**config.mk**
```make
export PLATFORM = sky130hd
export DESIGN_NAME = iterative_divider_flat
export DESIGN_NICKNAME = d
export VERILOG_FILES = /design/src/rtl/iterative_divider_pkg.sv /design/src/rtl/iterative_divider_if.sv /design/src/rtl/iterative_divider_step.sv /design/src/rtl/iterative_divider.sv /design/src/flat_wrapper.sv
export SDC_FILE = /design/constraint.sdc
export NUM_CORES = 1
export LEC_CHECK = 0
export CORE_UTILIZATION = 45
export CTS_CLUSTER_SIZE = 16
export DETAILED_ROUTE_END_ITERATION = 16
export PLACE_DENSITY = 0.65
export SYNTH_ARGS = -nofsm -noshare
export SYNTH_HDL_FRONTEND = slang
export SYNTH_HIERARCHICAL = 1
export SYNTH_SLANG_ARGS = --single-unit
```
**constraint.sdc**
```tcl
create_clock -name clk -period 4.8 [get_ports clk]
set_input_delay 0.72 -clock clk [delete_from_list [all_inputs] [get_ports clk]]
set_output_delay 0.72 -clock clk [all_outputs]
set_load 0.01 [all_outputs]
```
**src/rtl/iterative_divider_pkg.sv**
```systemverilog
// Shared types and helpers for the iterative restoring divider.
package iterative_divider_pkg;

   typedef enum logic [1:0] {
      IDLE   = 2'd0,
      DIVIDE = 2'd1,
      FIXUP  = 2'd2,
      DONE   = 2'd3
   } divState;

   typedef enum logic [1:0] {
      RESET_REMAINDER      = 2'd0,
      LOAD_REMAINDER       = 2'd1,
      SHIFTED_REMAINDER    = 2'd2,
      SUBTRACTED_REMAINDER = 2'd3
   } remainderMux;

   function automatic int count_width(input int width);
      return (width > 2) ? $clog2(width) : 1;
   endfunction

endpackage

```
**src/rtl/iterative_divider_if.sv**
```systemverilog
// Start/result handshake bundle between the execute control unit and the divider.
interface iterative_divider_if #(parameter int WIDTH = 32);
   logic             startValid;
   logic             startReady;
   logic             isSigned;
   logic [WIDTH-1:0] dividend;
   logic [WIDTH-1:0] divisor;
   logic             abort;
   logic             resultValid;
   logic             resultReady;
   logic [WIDTH-1:0] quotient;
   logic [WIDTH-1:0] remainder;
   logic             divByZero;

   modport master (
      output startValid, isSigned, dividend, divisor, abort, resultReady,
      input  startReady, resultValid, quotient, remainder, divByZero
   );

   modport slave (
      input  startValid, isSigned, dividend, divisor, abort, resultReady,
      output startReady, resultValid, quotient, remainder, divByZero
   );
endinterface

```
**src/rtl/iterative_divider_step.sv**
```systemverilog
// One restoring shift-subtract step: produces the next partial remainder and quotient bit.
module iterative_divider_step
   import iterative_divider_pkg::*;
#(
   parameter int WIDTH = 32
) (
   input  logic [WIDTH-1:0] rem,
   input  logic             dd_msb,
   input  logic [WIDTH-1:0] dv,
   output logic [WIDTH-1:0] next_rem,
   output logic             q_bit
);

   logic [WIDTH:0] shifted;
   logic [WIDTH:0] diff;
   remainderMux    sel;

   // Trial subtraction; a set shifted msb already exceeds any divisor.
   always_comb begin
      shifted = {rem, dd_msb};
      diff    = shifted - {1'b0, dv};
      q_bit   = shifted[WIDTH] | ~diff[WIDTH];
      if (q_bit) begin
         sel = SUBTRACTED_REMAINDER;
      end else begin
         sel = SHIFTED_REMAINDER;
      end
      case (sel)
         SUBTRACTED_REMAINDER: next_rem = diff[WIDTH-1:0];
         SHIFTED_REMAINDER:    next_rem = shifted[WIDTH-1:0];
         default:              next_rem = {WIDTH{1'b0}};
      endcase
   end

endmodule

```
**src/rtl/iterative_divider.sv**
```systemverilog
// Multi-cycle signed/unsigned restoring divider with ready/valid result handshake.
// Optional DIVIDER_ZERO_FAST_EN: zero divisor skips the loop and flags divByZero.
module iterative_divider
   import iterative_divider_pkg::*;
#(
   parameter int WIDTH = 32
) (
   input  logic               clk,
   input  logic               reset,
   iterative_divider_if.slave bus
);

   localparam int CW = count_width(WIDTH);
   localparam logic [WIDTH-1:0] ZERO = {WIDTH{1'b0}};
   localparam logic [WIDTH-1:0] ONES = {WIDTH{1'b1}};
   localparam logic [WIDTH-1:0] ONE  = {{(WIDTH-1){1'b0}}, 1'b1};

   divState          state, state_next;
   logic [CW-1:0]    count;
   logic [WIDTH-1:0] dd_r, dv_r, rem_r, quo_r, orig_dd_r;
   logic             neg_q_r, neg_r_r, dv_zero_r;
   logic [WIDTH-1:0] quotient_r, remainder_r;
   logic             result_valid_r, div_by_zero_r;
   logic             accept, done_hs, in_zero, q_bit;
   logic [WIDTH-1:0] dd_abs, dv_abs, rem_step;

   iterative_divider_step #(.WIDTH(WIDTH)) u_step (
      .rem      (rem_r),
      .dd_msb   (dd_r[WIDTH-1]),
      .dv       (dv_r),
      .next_rem (rem_step),
      .q_bit    (q_bit)
   );

   // Handshake decode and operand magnitudes.
   always_comb begin
      accept  = bus.startValid && (state == IDLE) && !bus.abort;
      done_hs = result_valid_r && bus.resultReady;
      in_zero = (bus.divisor == ZERO);
      if (bus.isSigned && bus.dividend[WIDTH-1]) begin
         dd_abs = ~bus.dividend + ONE;
      end else begin
         dd_abs = bus.dividend;
      end
      if (bus.isSigned && bus.divisor[WIDTH-1]) begin
         dv_abs = ~bus.divisor + ONE;
      end else begin
         dv_abs = bus.divisor;
      end
   end

   // FSM next-state logic; abort overrides every state.
   always_comb begin
      state_next = state;
      if (bus.abort) begin
         state_next = IDLE;
      end else begin
         case (state)
            IDLE: begin
               if (accept) begin
`ifdef DIVIDER_ZERO_FAST_EN
                  state_next = in_zero ? DONE : DIVIDE;
`else
                  state_next = DIVIDE;
`endif
               end else begin
                  state_next = IDLE;
               end
            end
            DIVIDE: begin
               if (count == {CW{1'b0}}) begin
                  state_next = FIXUP;
               end else begin
                  state_next = DIVIDE;
               end
            end
            FIXUP:   state_next = DONE;
            DONE: begin
               if (done_hs) begin
                  state_next = IDLE;
               end else begin
                  state_next = DONE;
               end
            end
            default: state_next = IDLE;
         endcase
      end
   end

   // FSM state register.
   always_ff @(posedge clk) begin
      if (reset) begin
         state <= IDLE;
      end else begin
         state <= state_next;
      end
   end

   // Operand capture and shift-subtract loop.
   always_ff @(posedge clk) begin
      if (reset) begin
         count     <= {CW{1'b0}};
         dd_r      <= ZERO;
         dv_r      <= ZERO;
         rem_r     <= ZERO;
         quo_r     <= ZERO;
         orig_dd_r <= ZERO;
         neg_q_r   <= 1'b0;
         neg_r_r   <= 1'b0;
         dv_zero_r <= 1'b0;
      end else begin
         case (state)
            IDLE: begin
               if (accept) begin
                  dd_r      <= dd_abs;
                  dv_r      <= dv_abs;
                  rem_r     <= ZERO;
                  quo_r     <= ZERO;
                  orig_dd_r <= bus.dividend;
                  neg_q_r   <= bus.isSigned && (bus.dividend[WIDTH-1] != bus.divisor[WIDTH-1]);
                  neg_r_r   <= bus.isSigned && bus.dividend[WIDTH-1];
                  dv_zero_r <= in_zero;
                  count     <= CW'(WIDTH - 1);
               end
            end
            DIVIDE: begin
               rem_r <= rem_step;
               quo_r <= {quo_r[WIDTH-2:0], q_bit};
               dd_r  <= {dd_r[WIDTH-2:0], 1'b0};
               count <= count - {{(CW-1){1'b0}}, 1'b1};
            end
            default: ;
         endcase
      end
   end

   // Result registers; zero divisor forces all-ones quotient and original dividend.
   always_ff @(posedge clk) begin
      if (reset) begin
         quotient_r     <= ZERO;
         remainder_r    <= ZERO;
         result_valid_r <= 1'b0;
         div_by_zero_r  <= 1'b0;
      end else if (bus.abort) begin
         result_valid_r <= 1'b0;
      end else begin
         case (state)
`ifdef DIVIDER_ZERO_FAST_EN
            IDLE: begin
               if (accept && in_zero) begin
                  quotient_r     <= ONES;
                  remainder_r    <= bus.dividend;
                  div_by_zero_r  <= 1'b1;
                  result_valid_r <= 1'b1;
               end
            end
`endif
            FIXUP: begin
               if (dv_zero_r) begin
                  quotient_r  <= ONES;
                  remainder_r <= orig_dd_r;
               end else begin
                  quotient_r  <= neg_q_r ? (~quo_r + ONE) : quo_r;
                  remainder_r <= neg_r_r ? (~rem_r + ONE) : rem_r;
               end
               div_by_zero_r  <= 1'b0;
               result_valid_r <= 1'b1;
            end
            DONE: begin
               if (done_hs) begin
                  result_valid_r <= 1'b0;
               end
            end
            default: ;
         endcase
      end
   end

   assign bus.startReady  = (state == IDLE);
   assign bus.resultValid = result_valid_r;
   assign bus.quotient    = quotient_r;
   assign bus.remainder   = remainder_r;
   assign bus.divByZero   = div_by_zero_r;

endmodule

```
**src/flat_wrapper.sv**
```systemverilog
// flat-port wrapper written by rule: the top's interface ports become plain ports
module iterative_divider_flat import iterative_divider_pkg::*;
#(
   parameter int WIDTH = 32
)
  (clk, reset, bus_startValid, bus_isSigned, bus_dividend, bus_divisor, bus_abort, bus_resultReady, bus_startReady, bus_resultValid, bus_quotient, bus_remainder, bus_divByZero);
  iterative_divider_if #(.WIDTH(WIDTH)) bus_i ();
  input  logic clk;
  input  logic reset;
  input wire logic [$bits(bus_i.startValid)-1:0] bus_startValid;
  input wire logic [$bits(bus_i.isSigned)-1:0] bus_isSigned;
  input wire logic [$bits(bus_i.dividend)-1:0] bus_dividend;
  input wire logic [$bits(bus_i.divisor)-1:0] bus_divisor;
  input wire logic [$bits(bus_i.abort)-1:0] bus_abort;
  input wire logic [$bits(bus_i.resultReady)-1:0] bus_resultReady;
  output wire logic [$bits(bus_i.startReady)-1:0] bus_startReady;
  output wire logic [$bits(bus_i.resultValid)-1:0] bus_resultValid;
  output wire logic [$bits(bus_i.quotient)-1:0] bus_quotient;
  output wire logic [$bits(bus_i.remainder)-1:0] bus_remainder;
  output wire logic [$bits(bus_i.divByZero)-1:0] bus_divByZero;
  assign bus_i.startValid = bus_startValid;
  assign bus_i.isSigned = bus_isSigned;
  assign bus_i.dividend = bus_dividend;
  assign bus_i.divisor = bus_divisor;
  assign bus_i.abort = bus_abort;
  assign bus_i.resultReady = bus_resultReady;
  assign bus_startReady = bus_i.startReady;
  assign bus_resultValid = bus_i.resultValid;
  assign bus_quotient = bus_i.quotient;
  assign bus_remainder = bus_i.remainder;
  assign bus_divByZero = bus_i.divByZero;
  iterative_divider #(.WIDTH(WIDTH)) u_core (.clk(clk), .reset(reset), .bus(bus_i));
endmodule
```
======== Word level (Yosys, flattened, before mapping) ========
Index checks and enable logic that the tools add are counted.
storage, ports and cells
  bits of input ports ..................... 70
  word-level logic and storage cells ...... 72
  register bits ........................... 235
operators by class
  equal/unequal tests ..................... 8
  mux-type cells .......................... 21
  add/subtract/negate cells ............... 6
  bitwise operators ....................... 7
  reduce and logical (&&, ||, !) cells .... 17
operator list
  kind                   count
  $mux 32                8
  $pmux 32 s2            4
  $add 32x1->32 const B  4
  $not 32->32            4
  $sub 33x32->33         1
  $logic_not 32->1       1
  $pmux 5 s2             1
  $eq 2x2->1 const B     4
  $pmux 2 s4             1
  $reduce_and 2->1       4
  $logic_and 1x1->1      6
  $logic_not 5->1        1
  $mux 5                 1
  $sub 5x1->5 const B    1
  $mux 2                 2
  $ne 2x1->1 const B     2
  $reduce_bool 2->1      2
  $mux 1                 3
  $eq 2x1->1 const B     1
  $logic_not 2->1        1
  $not 1->1              2
  $pmux 1 s2             1
  $reduce_or 2->1        1
  $logic_not 1->1        1
  other kinds (2)        2

======== Longest topological paths before layout ========
Gate-level depths: netlist of the first run.
  word-level depth ........................ 7
  gate-level depth with buffers ........... 15
  depth with buffers taken out ............ 14

======== Hierarchy ========
Netlist of the first run, hierarchy kept.
modules (own cells, without submodules)
  module                  cells each  instances  area each (um^2)  sequential area each (um^2)
  iterative_divider       1,474       1          11,592.4          4,704.5
  iterative_divider_step  308         1          2,003.2           0.0

======== Least setup slack after synthesis of the first run ========
OpenSTA, ideal clock, no wires.
  kind .................................... reg2reg
  start point ............................. register u_core.rem_r[4]
  end point ............................... register u_core.rem_r[9]
  arrival ................................. 2.855 ns
  required time ........................... 4.668 ns
  clock period less this slack ............ 2.987 ns
  setup slack ............................. 1.813 ns
  setup time .............................. 0.132 ns
  cell stages (with the launch flop) ...... 13
  path buffers ............................ 1
  cell sequence ........................... dfxtp_1 ha_1 a21o_1 a211o_1 o21bai_2 a31oi_2 a221oi_4 o21ai_2 a211oi_4 buf_4 mux2_1 nand2_1 a21oi_1
between the ends
  longest elaborated chain between the ends .. 7
  elaborated cells on any way between the ends .. 8
  those cells by class .................... add/sub (1); eq/ne (2); mux (3); bitwise (2)
ends and longest elaborated chain
  element                       RTL line                      source
  start: declaration            iterative_divider.sv:20       logic [WIDTH-1:0] dd_r, dv_r, rem_r, quo_r, orig_dd_r;
  start signal: assignment      iterative_divider.sv:127      rem_r <= rem_step;
  $sub 33x32->33 (*)            iterative_divider_step.sv:21  diff = shifted - {1'b0, dv};
  $not 1->1                     iterative_divider_step.sv:22  q_bit = shifted[WIDTH] | ~diff[WIDTH];
  $or 1x1->1                    iterative_divider_step.sv:22
  $mux 1                        iterative_divider_step.sv:23  if (q_bit) begin
  $eq 2x2->1                    iterative_divider_step.sv:28  case (sel)
  $pmux 32 s2 (*)               iterative_divider_step.sv:28
  named net u_core.rem_step[9]  iterative_divider.sv:25       logic [WIDTH-1:0] dd_abs, dv_abs, rem_step;
  $pmux 32 s2 (*)               iterative_divider.sv:112      case (state)
Mark *: on every way through the listed nets, which the timed path passes. The rest lies on a longest branch.
A chain may end at the register's enable or synchronous reset.

======== Worst setup path after layout of the first run ========
  start point ............................. register u_core.rem_r[12]
  end point ............................... register u_core.rem_r[27]
between the ends
  longest elaborated chain between the ends .. 7
  elaborated cells on any way between the ends .. 8
  those cells by class .................... add/sub (1); eq/ne (2); mux (3); bitwise (2)
ends and longest elaborated chain
  element                        RTL line                      source
  $sub 33x32->33 (*)             iterative_divider_step.sv:21
  $not 1->1 (*)                  iterative_divider_step.sv:22
  $or 1x1->1 (*)                 iterative_divider_step.sv:22
  named net u_core.q_bit         iterative_divider.sv:24       logic accept, done_hs, in_zero, q_bit;
  $mux 1 (*)                     iterative_divider_step.sv:23
  $eq 2x2->1                     iterative_divider_step.sv:28
  $pmux 32 s2 (*)                iterative_divider_step.sv:28
  named net u_core.rem_step[27]  iterative_divider.sv:25
  $pmux 32 s2 (*)                iterative_divider.sv:112
Marks and branches as above.

==> flow_metrics.tcl, run 1 <==
set metrics [dict create \
    top_layer "met4" \
    reg2reg_slack_ns 1.19 \
    grt_pass1_vias 12220 \
    worst_clock_skew_ns 0.0150 \
    slowest_stage "dfxtp_1" \
    detail_route.iter0.violations 1154 \
    wl_met1_microns 18900 \
    synth_most_common_cell "nand2_1" \
    cts_num_sinks 235 \
    synth_top_area_cell "dfxtp_1" \
    cp-end-kind "flip-flop" \
    initial_core_util_pct 45.7 \
    area_delta_synth_final_pct 17.9 \
    min_to "u_core/orig_dd_r[7]" \
    r2r-start "u_core/rem_r[12]" \
    critPathMaxStageDelay_ns 0.47 \
    wl_met2_microns 19200 \
    fillCellCount 2860 \
    drc 0 \
    cap_violations 0 \
    p_per_area_nw_per_um2 300 \
    die_y_microns 176 \
    synth_common_cells "258 x nand2_1, 235 x dfxtp_1, 220 x a21oi_1" \
    synth_area_sq_um 13600 \
    syn_area_per_cell_sq_um 7.63 \
    boundaryPins 137 \
    nets 1944 \
    setup_violations 0 \
    place_congestion 0.886 \
    rows 63 \
    antenna_found_initial 0 \
    postRouteWirelength_microns 40800 \
    synthArstFlopShare_pct 0 \
    rsz0062_at_grt "false" \
    timing.fmax_mhz 277 \
    ys_seq_elements 235 \
    grt_start_max_net_pins 77 \
    htreeDepth 1 \
    die_w_microns 176 \
    clk_latency_ns 0.56 \
    drive_above_1_share_pct 4.85 \
    cts_buffers 27 \
    finalHoldViolations 0 \
    vias 13266 \
    cp_max_fo 61 \
    tightest_slew_ns 1.19 \
    io_buffers 135 \
    crit_required_ns 5.20 \
    whs_path_depth 2 \
    cts_resized 0 \
    path_clk_slew_ns 0.06 \
    fin_crit_ns 3.61 \
    met3_length_microns 2110 \
    dr.pass1.iters 6 \
    synth_nets 1890 \
    via_per_inst 5.91 \
    netlist_instances 1782 \
    die-area_sq_um 30900 \
    peakVddDrop_uv 289 \
    synth_edf_count 0 \
    ys_warn_count 6 \
    maxSlewViolCount 0 \
    r2r_end "u_core/rem_r[27]" \
    ys.flop_type "dfxtp_1" \
    cts_setup_buffers 0 \
    postCtsHoldBufs 0 \
    post-route-util_pct 53.9 \
    tns_ns 0 \
    start_kind "flip-flop" \
    grt.total_usage_pct 25.9 \
    criticalPathCategory "reg -> reg" \
    holdCritPathClass "reg -> reg" \
    core_sq_um 29700 \
    critPathArrivalTime_ns 4.01 \
    ff2ff_path_depth 13 \
    dp_hpwl_microns 28500 \
    ant_nets 0 \
    cts_buffer_depth 3 \
    num_antenna_cells 0 \
    synth_top_area_share_pct 34.6 \
    status "finished clean" \
    worstHoldStart "u_core/orig_dd_r[7]" \
    cts-root-buf "clkbuf_16" \
    detail_route.wl_per_cell_microns 18.2 \
    yosysUniqueCellTypes 82 \
    crit_top_cell "a21oi_1" \
    relSlewSlack_pct 20.7 \
    synth_seq_area_share_pct 34.6 \
    period_share_pct 75.2 \
    grt_pass1_wl_microns 65800 \
    synthTopCellsByArea "dfxtp_1 35%, a21oi_1 8.1%, nand2_1 7.1%" \
    cts_tree "yes" \
    grt.overflow.total 0 \
    critical_path.cell_chain "ha_1 -> a21oi_1 -> o21ai_0 -> a31oi_1 -> a31oi_2 -> a221oi_4 -> o21ai_2 -> a211oi_4 -> buf_4 -> inv_2 -> mux2_1 -> nand2_1 -> a21oi_1" \
    p_leak_uw 0.00572 \
]
## layout make-up
type / instances / area [sq um] / share of cell area (%)
Clock inverter: 7 / 100 / 0.625
Multi-Input combinational cell: 1356 / 8180 / 51.0
Timing Repair Buffer: 156 / 1510 / 9.42
Inverter: 60 / 225 / 1.41
Sequential cell: 235 / 4700 / 29.4
Tap cell: 390 / 488 / 3.04
Clock buffer: 41 / 818 / 5.11
## critical path: cells and delay by family, from the launching register on
kind            cells  cell delay [ns]
simple gates        1             0.06
flops               1             0.47
compound gates      8             1.70
fa+ha+maj           1             0.34
buf+inv             2             0.56
mux                 1             0.33
## cell usage in the layout, fill, tap and decap left out, types with 26 or more instances in the layout
master / instances
clkdlybuf4s50_1: 134
nand3_1: 88
xnor2_1: 41
xor2_1: 71
a21oi_1: 220
nor4_1: 26
ha_1: 37
nor2_1: 73
o21ai_0: 125
nand2_1: 258
nor3_1: 43
a22oi_1: 32
inv_1: 58
dfxtp_1: 235
clkbuf_16: 27
## routing by layer
layer / track usage, % / vias up
met4: 5.62 / 0
met2: 43.1 / 361
li1: - / 6565
met3: 2.62 / 46
met5: 0 / -
met1: 36.1 / 6294
## stage by stage
stage	instance area, sq um	instances	setup WS (ns)	hold slack (ns)	power (uW)
after floorplan	13600	1782	1.81	0.425	2500
after CTS	16000	2245	1.19	0.455	4820
after global routing	16000	2245	0.858	0.480	4980
after detailed placement	15100	2197	0.944	0.445	2710
final	16000	2245	1.19	0.454	4800
after global placement	15100	2197	0.929	0.443	2700
## how the worst max path moves through the flow
stage                                start                to
after global placement     bus_dividend[4]   u_core/dd_r[31]
final                     u_core/rem_r[12]  u_core/rem_r[27]
after floorplan            u_core/rem_r[4]   u_core/rem_r[9]
after CTS                  u_core/rem_r[4]  u_core/rem_r[27]
after detailed placement   bus_dividend[4]   u_core/dd_r[31]
after global routing      u_core/rem_r[12]  u_core/rem_r[27]
## report_power, final
group | switching, uW | internal (uW)
registers | 38.8 | 2010
logic | 383 | 246
clock network | 847 | 1280
## logic make-up after synthesis
| group | share of synthesized area, % |
|---|---|
| other | 0.0276 |
| multiplexers | 1.44 |
| flip-flops | 34.6 |
| AND/OR/NAND/NOR | 21.1 |
| adder cells (fa/ha/maj) | 3.55 |
| XOR/XNOR | 7.22 |
| AO/OA/AOI/OAI | 26.6 |
| buffers and inverters | 5.47 |
## flip-flops by register name, summed over array words and instances, names as in the netlist
signal / cells
u_core/neg_q_r: 1
u_core/orig_dd_r: 32
u_core/state: 2
u_core/bus.resultValid: 1
u_core/dd_r: 32
u_core/bus.quotient: 32
u_core/bus.remainder: 32
u_core/rem_r: 32
u_core/count: 5
u_core/neg_r_r: 1
u_core/dv_zero_r: 1
u_core/dv_r: 32
u_core/quo_r: 32
Power figures use the tool's default switching activity.
==> inputs of run 2 (changes only) <==
--- a/config.mk
+++ b/config.mk
@@ -8,7 +8,7 @@
 export CORE_UTILIZATION = 45
 export CTS_CLUSTER_SIZE = 16
 export DETAILED_ROUTE_END_ITERATION = 16
-export PLACE_DENSITY = 0.65
+export PLACE_DENSITY = 0.68
 export SYNTH_ARGS = -nofsm -noshare
 export SYNTH_HDL_FRONTEND = slang
 export SYNTH_HIERARCHICAL = 1
==> constraint.sdc (replaced) <==
create_clock -name clk -period 3.21 [get_ports clk]
set_input_delay 0.4815 -clock clk [delete_from_list [all_inputs] [get_ports clk]]
set_output_delay 0.4815 -clock clk [all_outputs]
set_load 0.01 [all_outputs]
==> flow_metrics.tcl, run 2 (synthesis gave the netlist of run 1 again) <==
set metrics [dict create \
    status "finished clean" \
    finalHoldViolations 0 \
    p_leak_uw 0.00605 \
    cts-root-buf "clkbuf_16" \
    ant_nets 0 \
    antenna_found_initial 0 \
    io_buffers 135 \
    dp_hpwl_microns 29100 \
    htreeDepth 1 \
    critPathArrivalTime_ns 3.53 \
    grt.total_usage_pct 26.1 \
    hold_slack_ns 0.243 \
    die-area_sq_um 30900 \
    cts_num_sinks 235 \
    vias 13888 \
    timing.fmax_mhz 321 \
    layout_commonest_cell "nand2_1" \
    area_delta_synth_final_pct 21.9 \
    start_kind "flip-flop" \
    drive_above_1_share_pct 8.36 \
    p_int_uw 5170 \
    cap_violations 0 \
    setup_violations 0 \
    via_per_inst 6.03 \
    postRouteWirelength_microns 41600 \
    die_y_microns 176 \
    tightest_slew_ns 1.04 \
    grt_pass1_wl_microns 66400 \
    multi_input_area_sq_um 8240 \
    cts_tree "yes" \
    num_antenna_cells 0 \
    fillCellCount 2773 \
    maxSlewViolCount 0 \
    pwr-share-comb_pct 14.5 \
    postCtsHoldBufs 0 \
    regArea_sq_um 4700 \
    switching_share_pct 27.0 \
    crit_required_ns 3.62 \
    placed_cells 2256 \
    grt_start_max_net_pins 65 \
    boundaryPins 137 \
    drc 0 \
    place_area_sq_um 15600 \
    cp-end-kind "flip-flop" \
    rows 63 \
    detail_route.iter0.violations 1194 \
    clk_latency_ns 0.56 \
    post-route-util_pct 55.8 \
    reg2reg_slack_ns 0.09 \
    cts_buffer_depth 3 \
    p_sw_uw 1910 \
    power.share.sequential_pct 43.2 \
    nets 2006 \
    final_area_sq_um 16600 \
    dr.pass1.iters 6 \
    peakVddDrop_uv 366 \
    mostFrequentLayoutCells "258 x nand2_1, 235 x dfxtp_1, 218 x a21oi_1" \
    p_clk_share_pct 42.3 \
    power.total_uw 7080 \
    cp_max_fo 27 \
    initial_core_util_pct 45.7 \
    fin_crit_ns 3.12 \
    grt_pass1_vias 12546 \
    holdCritPathClass "in -> reg" \
    p_per_area_nw_per_um2 427 \
    die_w_microns 176 \
    criticalPathCategory "reg -> reg" \
    fin_cells 2303 \
    core_sq_um 29700 \
    path_clk_slew_ns 0.06 \
    detail_route.wl_per_cell_microns 18.1 \
    relSlewSlack_pct 30.4 \
    place_congestion 0.892 \
    period_share_pct 97.1 \
    cts_buffers 27 \
    worst_clock_skew_ns 0.00769 \
    grt.overflow.total 0 \
]
==> run 2: cell types whose count changed in the layout (fill, tap and decap cells not counted), moves of 3 or more <==
cell	before	now
buf_4	21	77
buf_12	0	6
o21ai_0	125	119
o21ai_1	1	7
ha_1	37	33
clkbuf_8	9	6
ha_2	0	3
==> run 2: worst paths after layout <==
| kind | startpoint | to | depth (start not counted) |
|---|---|---|---|
| setup / recovery | u_core/dv_r[21] | u_core/rem_r[9] | 13 |
| hold / removal | reset | u_core/orig_dd_r[28] | 2 |
| setup reg to reg | u_core/dv_r[21] | u_core/rem_r[9] | 13 |
| hold reg to reg | u_core/orig_dd_r[27] | u_core/orig_dd_r[27] | 2 |
==> run 2: power groups by stage <==
stage	combinational (uW)	clock, uW	sequential, uW
4_1_cts	981	3030	3060
2_1_floorplan	631	0	3100
6_report	1030	3000	3060
3_3_place_gp	966	0	3120
5_1_grt	1120	3160	3070
3_5_place_dp	975	0	3120
==> run 2: layout make-up <==
class | count | share of cell area [%]
timing repair buffer | 218 | 12.5
clock buffer | 36 | 4.64
inverter | 60 | 1.36
sequential | 235 | 28.4
multi-input combinational | 1356 | 49.7
clock inverter | 8 | 0.498
tap | 390 | 2.94
==> run 2: metal layers <==
metal / track usage (%) / routed length, microns / vias to the layer above
met5: 0 / 0 / -
met4: 7.64 / 996 / 0
met3: 4.31 / 3140 / 75
met2: 41.8 / 18700 / 537
met1: 36.0 / 18700 / 6594
li1: - / - / 6682
==> run 2: through the flow <==
stage / TNS, ns / setup slack, ns
6_report: 0 / 0.0917
3_3_place_gp: 0 / 0.101
5_1_grt: -0.129 / -0.0474
4_1_cts: 0 / 0.0670
2_1_floorplan: 0 / 0.223
3_5_place_dp: 0 / 0.0870
==> run 2: worst max-delay path, stage by stage (launching register included) <==
cell and delay, ns:
dfxtp_1 0.32, inv_1 0.04, ha_1 0.34, a21oi_1 0.28
o21ai_0 0.19, o31ai_2 0.33, a31oi_4 0.08, a221oi_4 0.31
o21ai_2 0.11, a211oi_4 0.29, buf_12 0.22, mux2_1 0.33
nand2_1 0.06, a21oi_1 0.06
==> run 2: timing repair <==
| action | CTS | global route |
|---|---|---|
| setup endpoints to repair | 0 | 28 |
| resized for setup | 0 | 19 |
| setup buffers | 0 | 2 |
| endpoints found under the hold margin | 0 | 0 |
==> inputs of run 3 (changes only) <==
--- a/config.mk
+++ b/config.mk
@@ -8,6 +8,7 @@
 export CORE_UTILIZATION = 45
 export CTS_CLUSTER_SIZE = 16
 export DETAILED_ROUTE_END_ITERATION = 16
+export GPL_TIMING_DRIVEN = 0
 export PLACE_DENSITY = 0.68
 export SYNTH_ARGS = -nofsm -noshare
 export SYNTH_HDL_FRONTEND = slang
==> flow_metrics.tcl, run 3 (synthesis gave the netlist of run 1 again) <==
set metrics [dict create \
    status "finished clean" \
    slowest_stage "dfxtp_1" \
    cp-end-kind "flip-flop" \
    worst_slack_ns 0.0605 \
    grt.overflow.total 0 \
    initial_core_util_pct 45.7 \
    timing.fmax_mhz 318 \
    cts_buffer_depth 3 \
    area_delta_synth_final_pct 21.9 \
    cp_top_family "compound AO/OA/AOI/OAI gates" \
    critPathArrivalTime_ns 3.54 \
    start_kind "flip-flop" \
    pwr-share-comb_pct 14.4 \
    postRouteWirelength_microns 48000 \
    p_sw_uw 1990 \
    vias 14452 \
    rows 63 \
    p_leak_uw 0.00586 \
    cp_max_fo 4 \
    drc 0 \
    grt.total_usage_pct 30.3 \
    place_ws_ns -0.519 \
    grt_pass1_wl_microns 73900 \
    holdCritPathClass "in -> reg" \
    path_clk_slew_ns 0.06 \
    boundaryPins 137 \
    worst_clock_skew_ns 0.0445 \
    peakVddDrop_uv 413 \
    core_sq_um 29700 \
    tightest_slew_ns 1.07 \
    period_share_pct 98.1 \
    fillCellCount 2861 \
    clk_latency_ns 0.57 \
    ant_nets 0 \
    die-area_sq_um 30900 \
    p_int_uw 5410 \
    cts_buffers 27 \
    post-route-util_pct 55.8 \
    cap_violations 0 \
    critPathMaxStageDelay_ns 0.41 \
    finalHoldViolations 0 \
    place_congestion 0.988 \
    layout_commonest_cell "nand2_1" \
    rsz0062_at_grt "true" \
    detail_route.iter0.violations 1496 \
    detail_route.wl_per_cell_microns 20.4 \
    num_antenna_cells 0 \
    htreeDepth 1 \
    critical_path.cell_chain "inv_1 -> ha_1 -> a21oi_1 -> a21boi_2 -> o211ai_1 -> a211oi_1 -> a211oi_2 -> a21boi_0 -> a211oi_1 -> xor2_1 -> o21ai_1 -> nand2_1 -> a21oi_1" \
    setup_violations 0 \
    relSlewSlack_pct 28.9 \
    p_per_area_nw_per_um2 446 \
    grt_start_max_net_pins 15 \
    switching_share_pct 26.9 \
    io_buffers 133 \
    via_per_inst 6.13 \
    grt_pass1_vias 13156 \
    p_clk_share_pct 44.1 \
    dp_hpwl_microns 36200 \
    placed_cells 2305 \
    tns_ns 0 \
    cp_num_buf_inv 1 \
    die_w_microns 176 \
    dr.pass1.iters 6 \
    antenna_found_initial 0 \
    cts-root-buf "clkbuf_16" \
    cts_tree "yes" \
    crit_required_ns 3.60 \
    postCtsHoldBufs 0 \
    nets 2057 \
    drive_above_1_share_pct 5.85 \
    maxSlewViolCount 0 \
    power.total_uw 7390 \
    power.share.sequential_pct 41.5 \
    fin_cells 2357 \
    cts_num_sinks 235 \
    mostFrequentLayoutCells "258 x nand2_1, 218 x dfxtp_1, 217 x a21oi_1" \
    criticalPathCategory "reg -> reg" \
    fin_crit_ns 3.15 \
    die_y_microns 176 \
]
==> run 3: metal layers <==
metal / wire length, microns / track usage, %
met1: 20700 / 41.0
met2: 21400 / 47.7
met3: 4230 / 5.24
met4: 1710 / 11.7
met5: 0 / 0
==> run 3: worst paths after layout <==
| path | from | end | slack (ns) | cells after the start |
|---|---|---|---|---|
| setup reg to reg | u_core/dv_r[2] | u_core/rem_r[31] | 0.06 | 13 |
| hold reg to reg | u_core/orig_dd_r[24] | u_core/orig_dd_r[24] | 0.46 | 2 |
| setup / recovery | u_core/dv_r[2] | u_core/rem_r[31] | 0.06 | 13 |
| hold / removal | bus_dividend[23] | u_core/orig_dd_r[23] | 0.31 | 3 |
==> run 3: tightest hold or removal path, delay by kind of cell <==
kind                   cells  cell delay, ns
AO/OA/AOI/OAI              1            0.06
buffers and inverters      1            0.16
AND/OR/NAND/NOR            1            0.12
==> run 3: layout make-up <==
type,count,area (sq um),share of cell area [%]
plain buffers,131,524,3.16
well taps,390,488,2.95
multi-input cells,1356,8290,50.0
flip-flops and latches,235,4730,28.6
clock inverters,10,165,0.997
inverters,60,225,1.36
clock buffers,37,773,4.67
repair buffers,138,1370,8.28
==> run 3: what timing repair did <==
| item | 4_1_cts | 5_1_grt |
|---|---|---|
| pin swaps | 6 | 10 |
| setup buffers | 3 | 2 |
| resized for setup | 21 | 28 |
| setup endpoints to repair | 34 | 33 |
==> run 3: power by group through the flow <==
stage	sequential, uW	combinational (uW)	clock (uW)
floorplan	3100	631	0
global placement	3120	983	0
finish	3070	1070	3260
global route	3070	1150	3440
CTS	3060	1030	3300
detailed placement	3130	994	0
==> run 3: per-stage QoR <==
stage | cell area [sq um] | hold WS, ns
after global placement | 15400 | 0.436
after global routing | 16600 | 0.315
final | 16600 | 0.306
after detailed placement | 15400 | 0.450
after floorplan | 13600 | 0.425
after CTS | 16500 | 0.281
